[config.mk]
export PLATFORM = sky130hd
export DESIGN_NAME = cache_fill_seq_flat
export DESIGN_NICKNAME = d
export VERILOG_FILES = /design/src/rtl/cache_fill_seq_if.sv /design/src/rtl/cache_fill_seq.sv /design/src/flat_wrapper.sv
export SDC_FILE = /design/constraint.sdc
export NUM_CORES = 1
export LEC_CHECK = 0
export ABC_CLOCK_PERIOD_IN_PS = 1600
export BUFFER_PORTS_ARGS = -buffer_cell sky130_fd_sc_hd__buf_2
export CAP_MARGIN = 10
export CORE_MARGIN = 2
export CORE_UTILIZATION = 44
export CTS_CLUSTER_DIAMETER = 30
export CTS_CLUSTER_SIZE = 24
export DETAILED_ROUTE_END_ITERATION = 12
export PLACE_DENSITY = 0.76
export SLEW_MARGIN = 20
export SYNTH_ARGS = -nofsm -noshare
export SYNTH_HDL_FRONTEND = slang
export SYNTH_SLANG_ARGS = --single-unit
[constraint.sdc]
create_clock -name clk -period 1.6 [get_ports clk]
set_clock_uncertainty 0.15 [all_clocks]
set_input_delay 0.24 -clock clk [delete_from_list [all_inputs] [get_ports clk]]
set_output_delay 0.24 -clock clk [all_outputs]
set_load 0.05 [all_outputs]
[src/rtl/cache_fill_seq_if.sv]
// rtl/cache_fill_seq_if.sv - handshake and cache-RAM bus bundle for cache_fill_seq
//
// Groups every cache_fill_seq port except clk and reset_l.
//   fill_*    : fill request/ack from the miss handler (way, address bits 27:35)
//   mem_*     : memory word stream into the sequencer (valid/rdy, data, parity)
//   cpu_rd_*  : CPU cache read request/grant
//   cache_*, csh_* : cache RAM address, way select, write strobe, read enable, write data
//   busy_h, fill_done_h, par_err_h : status
// modport slave is the sequencer; modport master is whoever drives the requests.
interface cache_fill_seq_if;
  logic        fill_req_h;
  logic [1:0]  fill_way_h;
  logic [8:0]  fill_adr_h;
  logic        fill_ack_h;
  logic        mem_valid_h;
  logic [35:0] mem_data_h;
  logic        mem_par_h;
  logic        mem_rdy_h;
  logic        cpu_rd_req_h;
  logic [1:0]  cpu_rd_way_h;
  logic [8:0]  cpu_rd_adr_h;
  logic        cpu_rd_gnt_h;
  logic [8:0]  cache_adr_h;
  logic [3:0]  csh_sel_l;
  logic        cache_wr_l;
  logic        csh_en_csh_data_l;
  logic [35:0] mem_to_cache_h;
  logic        csh_par_bit_in_h;
  logic        busy_h;
  logic        fill_done_h;
  logic        par_err_h;

  modport slave (
    input  fill_req_h, fill_way_h, fill_adr_h,
    input  mem_valid_h, mem_data_h, mem_par_h,
    input  cpu_rd_req_h, cpu_rd_way_h, cpu_rd_adr_h,
    output fill_ack_h, mem_rdy_h, cpu_rd_gnt_h,
    output cache_adr_h, csh_sel_l, cache_wr_l, csh_en_csh_data_l,
    output mem_to_cache_h, csh_par_bit_in_h,
    output busy_h, fill_done_h, par_err_h
  );

  modport master (
    output fill_req_h, fill_way_h, fill_adr_h,
    output mem_valid_h, mem_data_h, mem_par_h,
    output cpu_rd_req_h, cpu_rd_way_h, cpu_rd_adr_h,
    input  fill_ack_h, mem_rdy_h, cpu_rd_gnt_h,
    input  cache_adr_h, csh_sel_l, cache_wr_l, csh_en_csh_data_l,
    input  mem_to_cache_h, csh_par_bit_in_h,
    input  busy_h, fill_done_h, par_err_h
  );
endinterface

[src/rtl/cache_fill_seq.sv]
// rtl/cache_fill_seq.sv - four-word critical-word-first cache fill sequencer
//
// Ports:
//   clk      : single clock, rising edge
//   reset_l  : asynchronous active-low reset
//   bus      : cache_fill_seq_if.slave (fill request, memory stream, CPU read,
//              cache RAM controls, status)
// Every output is a register; the value seen in a state is loaded on the edge
// that enters that state.
module cache_fill_seq #(
  parameter int NWORDS = 4
) (
  input  logic              clk,
  input  logic              reset_l,
  cache_fill_seq_if.slave   bus
);

  typedef enum logic [2:0] {IDLE, RD, FWAIT, FWRITE, FDONE} state_t;

  state_t      state_q;
  logic [1:0]  way_q;
  logic [6:0]  line_q;      // latched address bits 27:33
  logic [1:0]  cnt_q;       // word within the line, wraps mod 4
  logic [1:0]  wcnt_q;      // number of words already written
  logic        fill_ack_q;
  logic        mem_rdy_q;
  logic        rd_gnt_q;
  logic [8:0]  cache_adr_q;
  logic [3:0]  sel_q;
  logic        cache_wr_q;
  logic        csh_en_q;
  logic [35:0] data_q;
  logic        par_q;
  logic        busy_q;
  logic        fill_done_q;
  logic        par_err_q;

  function automatic logic [3:0] sel_low(input logic [1:0] way);
    sel_low = ~(4'b0001 << way);
  endfunction

  always_ff @(posedge clk or negedge reset_l) begin
    if (!reset_l) begin
      state_q     <= IDLE;
      way_q       <= '0;
      line_q      <= '0;
      cnt_q       <= '0;
      wcnt_q      <= '0;
      fill_ack_q  <= 1'b0;
      mem_rdy_q   <= 1'b0;
      rd_gnt_q    <= 1'b0;
      cache_adr_q <= '0;
      sel_q       <= 4'b1111;
      cache_wr_q  <= 1'b1;
      csh_en_q    <= 1'b1;
      data_q      <= '0;
      par_q       <= 1'b0;
      busy_q      <= 1'b0;
      fill_done_q <= 1'b0;
      par_err_q   <= 1'b0;
    end else begin
      // single-cycle pulses fall unless re-asserted below
      fill_ack_q  <= 1'b0;
      rd_gnt_q    <= 1'b0;
      fill_done_q <= 1'b0;
      case (state_q)
        IDLE: begin
          // a fill outranks a read; a held read is picked up once the fill ends
          if (bus.fill_req_h) begin
            state_q    <= FWAIT;
            busy_q     <= 1'b1;
            fill_ack_q <= 1'b1;
            way_q      <= bus.fill_way_h;
            line_q     <= bus.fill_adr_h[8:2];
            cnt_q      <= bus.fill_adr_h[1:0];
            wcnt_q     <= '0;
            mem_rdy_q  <= 1'b1;
            par_err_q  <= 1'b0;
          end else if (bus.cpu_rd_req_h) begin
            state_q     <= RD;
            busy_q      <= 1'b1;
            rd_gnt_q    <= 1'b1;
            csh_en_q    <= 1'b0;
            sel_q       <= sel_low(bus.cpu_rd_way_h);
            cache_adr_q <= bus.cpu_rd_adr_h;
          end
        end
        RD: begin
          state_q  <= IDLE;
          busy_q   <= 1'b0;
          csh_en_q <= 1'b1;
          sel_q    <= 4'b1111;
        end
        FWAIT: begin
          if (bus.mem_valid_h) begin
            state_q     <= FWRITE;
            data_q      <= bus.mem_data_h;
            par_q       <= bus.mem_par_h;
            mem_rdy_q   <= 1'b0;
            cache_wr_q  <= 1'b0;
            sel_q       <= sel_low(way_q);
            cache_adr_q <= {line_q, cnt_q};
          end
        end
        FWRITE: begin
          cache_wr_q <= 1'b1;
          sel_q      <= 4'b1111;
          cnt_q      <= cnt_q + 2'd1;
          wcnt_q     <= wcnt_q + 2'd1;
          // odd parity over data plus parity bit; error is sticky until next accept
          if (!(^{data_q, par_q})) par_err_q <= 1'b1;
          if (wcnt_q == 2'(NWORDS - 1)) begin
            state_q     <= FDONE;
            fill_done_q <= 1'b1;
          end else begin
            state_q   <= FWAIT;
            mem_rdy_q <= 1'b1;
          end
        end
        FDONE: begin
          state_q <= IDLE;
          busy_q  <= 1'b0;
        end
        default: begin
          state_q <= IDLE;
          busy_q  <= 1'b0;
        end
      endcase
    end
  end

  assign bus.fill_ack_h        = fill_ack_q;
  assign bus.mem_rdy_h         = mem_rdy_q;
  assign bus.cpu_rd_gnt_h      = rd_gnt_q;
  assign bus.cache_adr_h       = cache_adr_q;
  assign bus.csh_sel_l         = sel_q;
  assign bus.cache_wr_l        = cache_wr_q;
  assign bus.csh_en_csh_data_l = csh_en_q;
  assign bus.mem_to_cache_h    = data_q;
  assign bus.csh_par_bit_in_h  = par_q;
  assign bus.busy_h            = busy_q;
  assign bus.fill_done_h       = fill_done_q;
  assign bus.par_err_h         = par_err_q;

endmodule

[src/flat_wrapper.sv]
// flat-port wrapper written by rule: the top's interface ports become plain ports
module cache_fill_seq_flat 
#(
  parameter int NWORDS = 4
)
  (clk, reset_l, bus_fill_req_h, bus_fill_way_h, bus_fill_adr_h, bus_mem_valid_h, bus_mem_data_h, bus_mem_par_h, bus_cpu_rd_req_h, bus_cpu_rd_way_h, bus_cpu_rd_adr_h, bus_fill_ack_h, bus_mem_rdy_h, bus_cpu_rd_gnt_h, bus_cache_adr_h, bus_csh_sel_l, bus_cache_wr_l, bus_csh_en_csh_data_l, bus_mem_to_cache_h, bus_csh_par_bit_in_h, bus_busy_h, bus_fill_done_h, bus_par_err_h);
  cache_fill_seq_if bus_i ();
  input  logic clk;
  input  logic reset_l;
  input wire logic [$bits(bus_i.fill_req_h)-1:0] bus_fill_req_h;
  input wire logic [$bits(bus_i.fill_way_h)-1:0] bus_fill_way_h;
  input wire logic [$bits(bus_i.fill_adr_h)-1:0] bus_fill_adr_h;
  input wire logic [$bits(bus_i.mem_valid_h)-1:0] bus_mem_valid_h;
  input wire logic [$bits(bus_i.mem_data_h)-1:0] bus_mem_data_h;
  input wire logic [$bits(bus_i.mem_par_h)-1:0] bus_mem_par_h;
  input wire logic [$bits(bus_i.cpu_rd_req_h)-1:0] bus_cpu_rd_req_h;
  input wire logic [$bits(bus_i.cpu_rd_way_h)-1:0] bus_cpu_rd_way_h;
  input wire logic [$bits(bus_i.cpu_rd_adr_h)-1:0] bus_cpu_rd_adr_h;
  output wire logic [$bits(bus_i.fill_ack_h)-1:0] bus_fill_ack_h;
  output wire logic [$bits(bus_i.mem_rdy_h)-1:0] bus_mem_rdy_h;
  output wire logic [$bits(bus_i.cpu_rd_gnt_h)-1:0] bus_cpu_rd_gnt_h;
  output wire logic [$bits(bus_i.cache_adr_h)-1:0] bus_cache_adr_h;
  output wire logic [$bits(bus_i.csh_sel_l)-1:0] bus_csh_sel_l;
  output wire logic [$bits(bus_i.cache_wr_l)-1:0] bus_cache_wr_l;
  output wire logic [$bits(bus_i.csh_en_csh_data_l)-1:0] bus_csh_en_csh_data_l;
  output wire logic [$bits(bus_i.mem_to_cache_h)-1:0] bus_mem_to_cache_h;
  output wire logic [$bits(bus_i.csh_par_bit_in_h)-1:0] bus_csh_par_bit_in_h;
  output wire logic [$bits(bus_i.busy_h)-1:0] bus_busy_h;
  output wire logic [$bits(bus_i.fill_done_h)-1:0] bus_fill_done_h;
  output wire logic [$bits(bus_i.par_err_h)-1:0] bus_par_err_h;
  assign bus_i.fill_req_h = bus_fill_req_h;
  assign bus_i.fill_way_h = bus_fill_way_h;
  assign bus_i.fill_adr_h = bus_fill_adr_h;
  assign bus_i.mem_valid_h = bus_mem_valid_h;
  assign bus_i.mem_data_h = bus_mem_data_h;
  assign bus_i.mem_par_h = bus_mem_par_h;
  assign bus_i.cpu_rd_req_h = bus_cpu_rd_req_h;
  assign bus_i.cpu_rd_way_h = bus_cpu_rd_way_h;
  assign bus_i.cpu_rd_adr_h = bus_cpu_rd_adr_h;
  assign bus_fill_ack_h = bus_i.fill_ack_h;
  assign bus_mem_rdy_h = bus_i.mem_rdy_h;
  assign bus_cpu_rd_gnt_h = bus_i.cpu_rd_gnt_h;
  assign bus_cache_adr_h = bus_i.cache_adr_h;
  assign bus_csh_sel_l = bus_i.csh_sel_l;
  assign bus_cache_wr_l = bus_i.cache_wr_l;
  assign bus_csh_en_csh_data_l = bus_i.csh_en_csh_data_l;
  assign bus_mem_to_cache_h = bus_i.mem_to_cache_h;
  assign bus_csh_par_bit_in_h = bus_i.csh_par_bit_in_h;
  assign bus_busy_h = bus_i.busy_h;
  assign bus_fill_done_h = bus_i.fill_done_h;
  assign bus_par_err_h = bus_i.par_err_h;
  cache_fill_seq #(.NWORDS(NWORDS)) u_core (.clk(clk), .reset_l(reset_l), .bus(bus_i));
endmodule
==> results <==
- The run finished, with violations left.
- The checks that failed: negative setup slack.
- The total nets after synthesis is 383.
- The share of synthesized flip-flops with an asynchronous set or reset is 100%.
- The die outline width is 90.2 um.
- The minimum setup slack among reg-to-reg paths is -0.27 ns.
- Counting I/O delays and the setup requirement, the final critical path takes 1.87 ns.
- The number of DRC violations after detailed-routing iteration 0 is 77.
- The routability congestion estimate is 0.799.
- TritonCTS built the clock tree.
- The worst register-to-register path begins at u_core.bus.mem_to_cache_h[11].
- Setup violations remaining at the end of the flow were counted as 20.
- No sink is reached through more buffers than the 2 on the longest clock path.
- The wire length of the first global-routing pass is 14600 um.
- The via count of the first global-routing pass is 2996.
- The clock latency reported for the late side of the worst-skew pair is 0.35 ns.
- The core region is 0.00721 sq mm.
- Setup repair after global routing could not meet its margin everywhere.
- The worst-case setup margin in the final layout is -0.272 ns.
- The required time reported for the critical path endpoint is 1.72 ns.
- Data arrives at the worst endpoint at 1.99 ns.
- The synthesized design contains 74 register bits.
- The maximum fanout along the worst path is 3.
- The cell with the most instances after synthesis is nand2_1.
- In the global route stage, overall resource usage came out at 22.6%.
- The pin slew with the least headroom to its limit is 0.439 ns.
- The count of nets left with antenna violations once routing finished came out at 0.
- The worst setup path is of the reg2reg kind.
- The clock slew seen by the registers of the worst setup and hold paths is 0.08 ns.
- After Yosys synthesis, XOR and XNOR cells account for 9.81% of the synthesized area.
- The final layout contains routed wiring with a total length of 9570 um.
- The top cell type by total area after synthesis is dfrtp_1.
- The floorplan row count is 31.
- The maximum achievable frequency is 534 MHz.
- The category of the worst setup path launch point is a flip-flop.
- Yosys attributes the largest share of cell area to dfrtp_1, nand2_1, xnor2_1, mux2_2, dfstp_2.
- The startpoint of the most critical hold path is bus_cpu_rd_adr_h[4].
- The total number of vias is 3051.
- The endpoint of the worst hold-timing path is u_core.bus.cache_adr_h[4].
- The share of synthesized area in the top cell type comes to 52.1%.
- The number of failing hold endpoints at the final stage came to 0.
- The post-route clock period utilization is 117%.
- During synthesis, Yosys emitted a total of 0 warnings.
- The number of clock sinks is 74.
- The simple-gate portion of the synthesized area is 16.9%.
- The post-synthesis instance area is 0.00327 sq mm.
- The via count normalized by instance count is 4.80.
- The depth of the CTS H-tree is 3.
- Detailed placement ended at an HPWL of 5780 um.
- STA classifies the critical path endpoint as a flip-flop.
- The sequential cell area fraction in the yosys report is 56.9%.
- The portion of netlist area occupied by mux cells is 8.62%.
- The number of top-level pins is 122.
- The count of pins over their slew limit came to 0.
- The total congestion overflow is 0.
- The share of post-route cells with drive strength above 1 is 44.5%.
- The largest family of logic cells by synthesized area is simple AND/OR/NAND/NOR gates.
- The accumulated negative setup slack is -0.869 ns.
- The tool flagged a number of max-cap violations equal to 0.
- The synthesized area per cell is 10.3 sq um.
- The number of antenna violations at the first check in global routing is 0.
- The fill cell total of the finished layout is 488.
- The share of synthesized cell area in full adder, half adder and majority cells is 0.383%.
- For this configuration, the core starts out at a cell density of 45.3%.
- The relative max-transition margin is 70.8%.
- The largest single stage delay on the critical path is 0.44 ns.
- In the synthesized netlist the dominant register cell turns out to be dfrtp_1.
- The worst register-to-register path ends at u_core.bus.par_err_h.
- The final routed DRC violation total is 0.
- From bottom edge to top edge, the die measures 90.2 um.
- 0 antenna diodes ended up in the layout.
- The tree is rooted in a clkbuf_8.
- After synthesis, the most frequently instantiated cells are nand2_1, dfrtp_1, xnor2_1.
- The final layout contains 597 nets.
- The largest net degree at the start of global routing is 34.
- Walking the worst path, the cells encountered are xnor2_2 > xnor2_1 > xnor2_1 > xnor3_1 > xnor2_2 > o21ai_1.
- The number of synthesized flops with an enable pin is 0.
- The number of detailed-routing iterations run before antenna repair is 4.
- The synthesized netlist contains 33 unique library cells.
- The worst hold path passes through 3 cells.
- During placement, the flow inserted port buffers numbering 121.
- The count of mapped cells out of synthesis is 318.
- Summing the areas of all compound-gate instances in the mapped netlist gives 5.10% of the synthesized area.
- For the worst flop-to-flop path, the logic depth is 6.
- The wire length per cell is 15.0 um.
- The cell with the largest stage delay on the worst path is dfrtp_2.
- The die outline area is 0.00813 sq mm.
- TritonCTS created 9 clock buffers.
- The post-synthesis to final-layout area growth is 63.1%.
- The worst hold path belongs to the class in2reg.
-- worst max-delay path: cells and delay by family, from the launching register on --
family         cells  cell delay, ns
flip-flops         1            0.44
XOR/XNOR           5            1.10
AO/OA/AOI/OAI      1            0.11
-- logic make-up (layout without fill, tap and decap cells) --
kind of cell,Yosys count,after routing
AO/OA/AOI/OAI,30,30
XOR/XNOR,35,35
buffers and inverters,17,236
adder cells (fa/ha/maj),1,1
flip-flops,74,74
AND/OR/NAND/NOR,135,135
multiplexers,26,26
-- metrics by stage --
step / hold slack, ns / cell area (sq um) / cells / util, % / setup slack, ns
after floorplan: -0.206 / 3300 / 318 / - / -0.291
after global placement: 0.0602 / 4260 / 559 / 59.1 / -0.205
after CTS: 0.0267 / 5030 / 623 / 69.8 / -0.255
after global routing: 0.0435 / 5330 / 636 / 73.8 / -0.353
after detailed placement: 0.0632 / 4260 / 559 / 59.1 / -0.276
final: 0.0418 / 5330 / 636 / 73.8 / -0.272
-- flip-flops by register name, indices dropped and copies added (netlist names), 2 cells and up --
| register | cells |
|---|---|
| u_core.cnt_q | 2 |
| u_core.bus.csh_sel_l | 4 |
| u_core.bus.cache_adr_h | 9 |
| u_core.way_q | 2 |
| u_core.wcnt_q | 2 |
| u_core.bus.mem_to_cache_h | 36 |
| u_core.line_q | 7 |
| u_core.state_q | 3 |
-- worst max-delay path by stage --
stage,from,endpoint,cells past startpoint
CTS,u_core.bus.mem_to_cache_h[13],u_core.bus.par_err_h,6
global route,u_core.bus.mem_to_cache_h[11],u_core.bus.par_err_h,6
finish,u_core.bus.mem_to_cache_h[11],u_core.bus.par_err_h,6
global placement,u_core.bus.mem_to_cache_h[2],u_core.bus.par_err_h,6
floorplan,u_core.bus.mem_to_cache_h[13],u_core.bus.par_err_h,6
detailed placement,u_core.bus.mem_to_cache_h[2],u_core.bus.par_err_h,6
-- area by class of cell --
| class | instances | area, sq um | area share, % |
|---|---|---|---|
| clock buffer | 10 | 138 | 2.58 |
| clock inverter | 6 | 138 | 2.58 |
| inverter | 4 | 17.5 | 0.329 |
| multi-input combinational | 227 | 1430 | 26.8 |
| sequential | 74 | 1870 | 35.2 |
| tap | 99 | 124 | 2.33 |
| timing repair buffer | 216 | 1610 | 30.2 |
-- metal layers --
layer  wire (um)  global-route usage (%)
met1        3830                    27.5
met4         108                    6.41
met2        4990                    39.6
met3         634                    5.95
met5           0                       0
-- cells in the final DEF, fill, tap and decap left out, types with 5 or more instances in the layout --
| cell type | n |
|---|---|
| buf_2 | 121 |
| nand2_1 | 95 |
| dfrtp_1 | 56 |
| dlygate4sd3_1 | 48 |
| buf_4 | 31 |
| xnor2_1 | 27 |
| nor2_1 | 15 |
| dfrtp_2 | 12 |
| a21oi_1 | 10 |
| clkbuf_8 | 10 |
| mux2_2 | 9 |
| mux2i_1 | 9 |
| mux2_4 | 8 |
| o21ai_0 | 7 |
| a21oi_2 | 6 |
| buf_6 | 6 |
| dfstp_2 | 6 |
| nand3_1 | 5 |
| xor2_1 | 5 |
| clkbuf_16 | 5 |
-- what timing repair did --
item                       4_1_cts  5_1_grt
setup endpoints to repair        2       53
hold buffers                    48        0
resized for setup                3       29
hold endpoints to repair        76        0
buffers inserted                 0        6
gates cloned                     0        7
pin swaps                        2        3
Power is left out: the tool's default activity adds up to more than one toggle a clock period on the data nets, which glitch-free logic cannot reach.
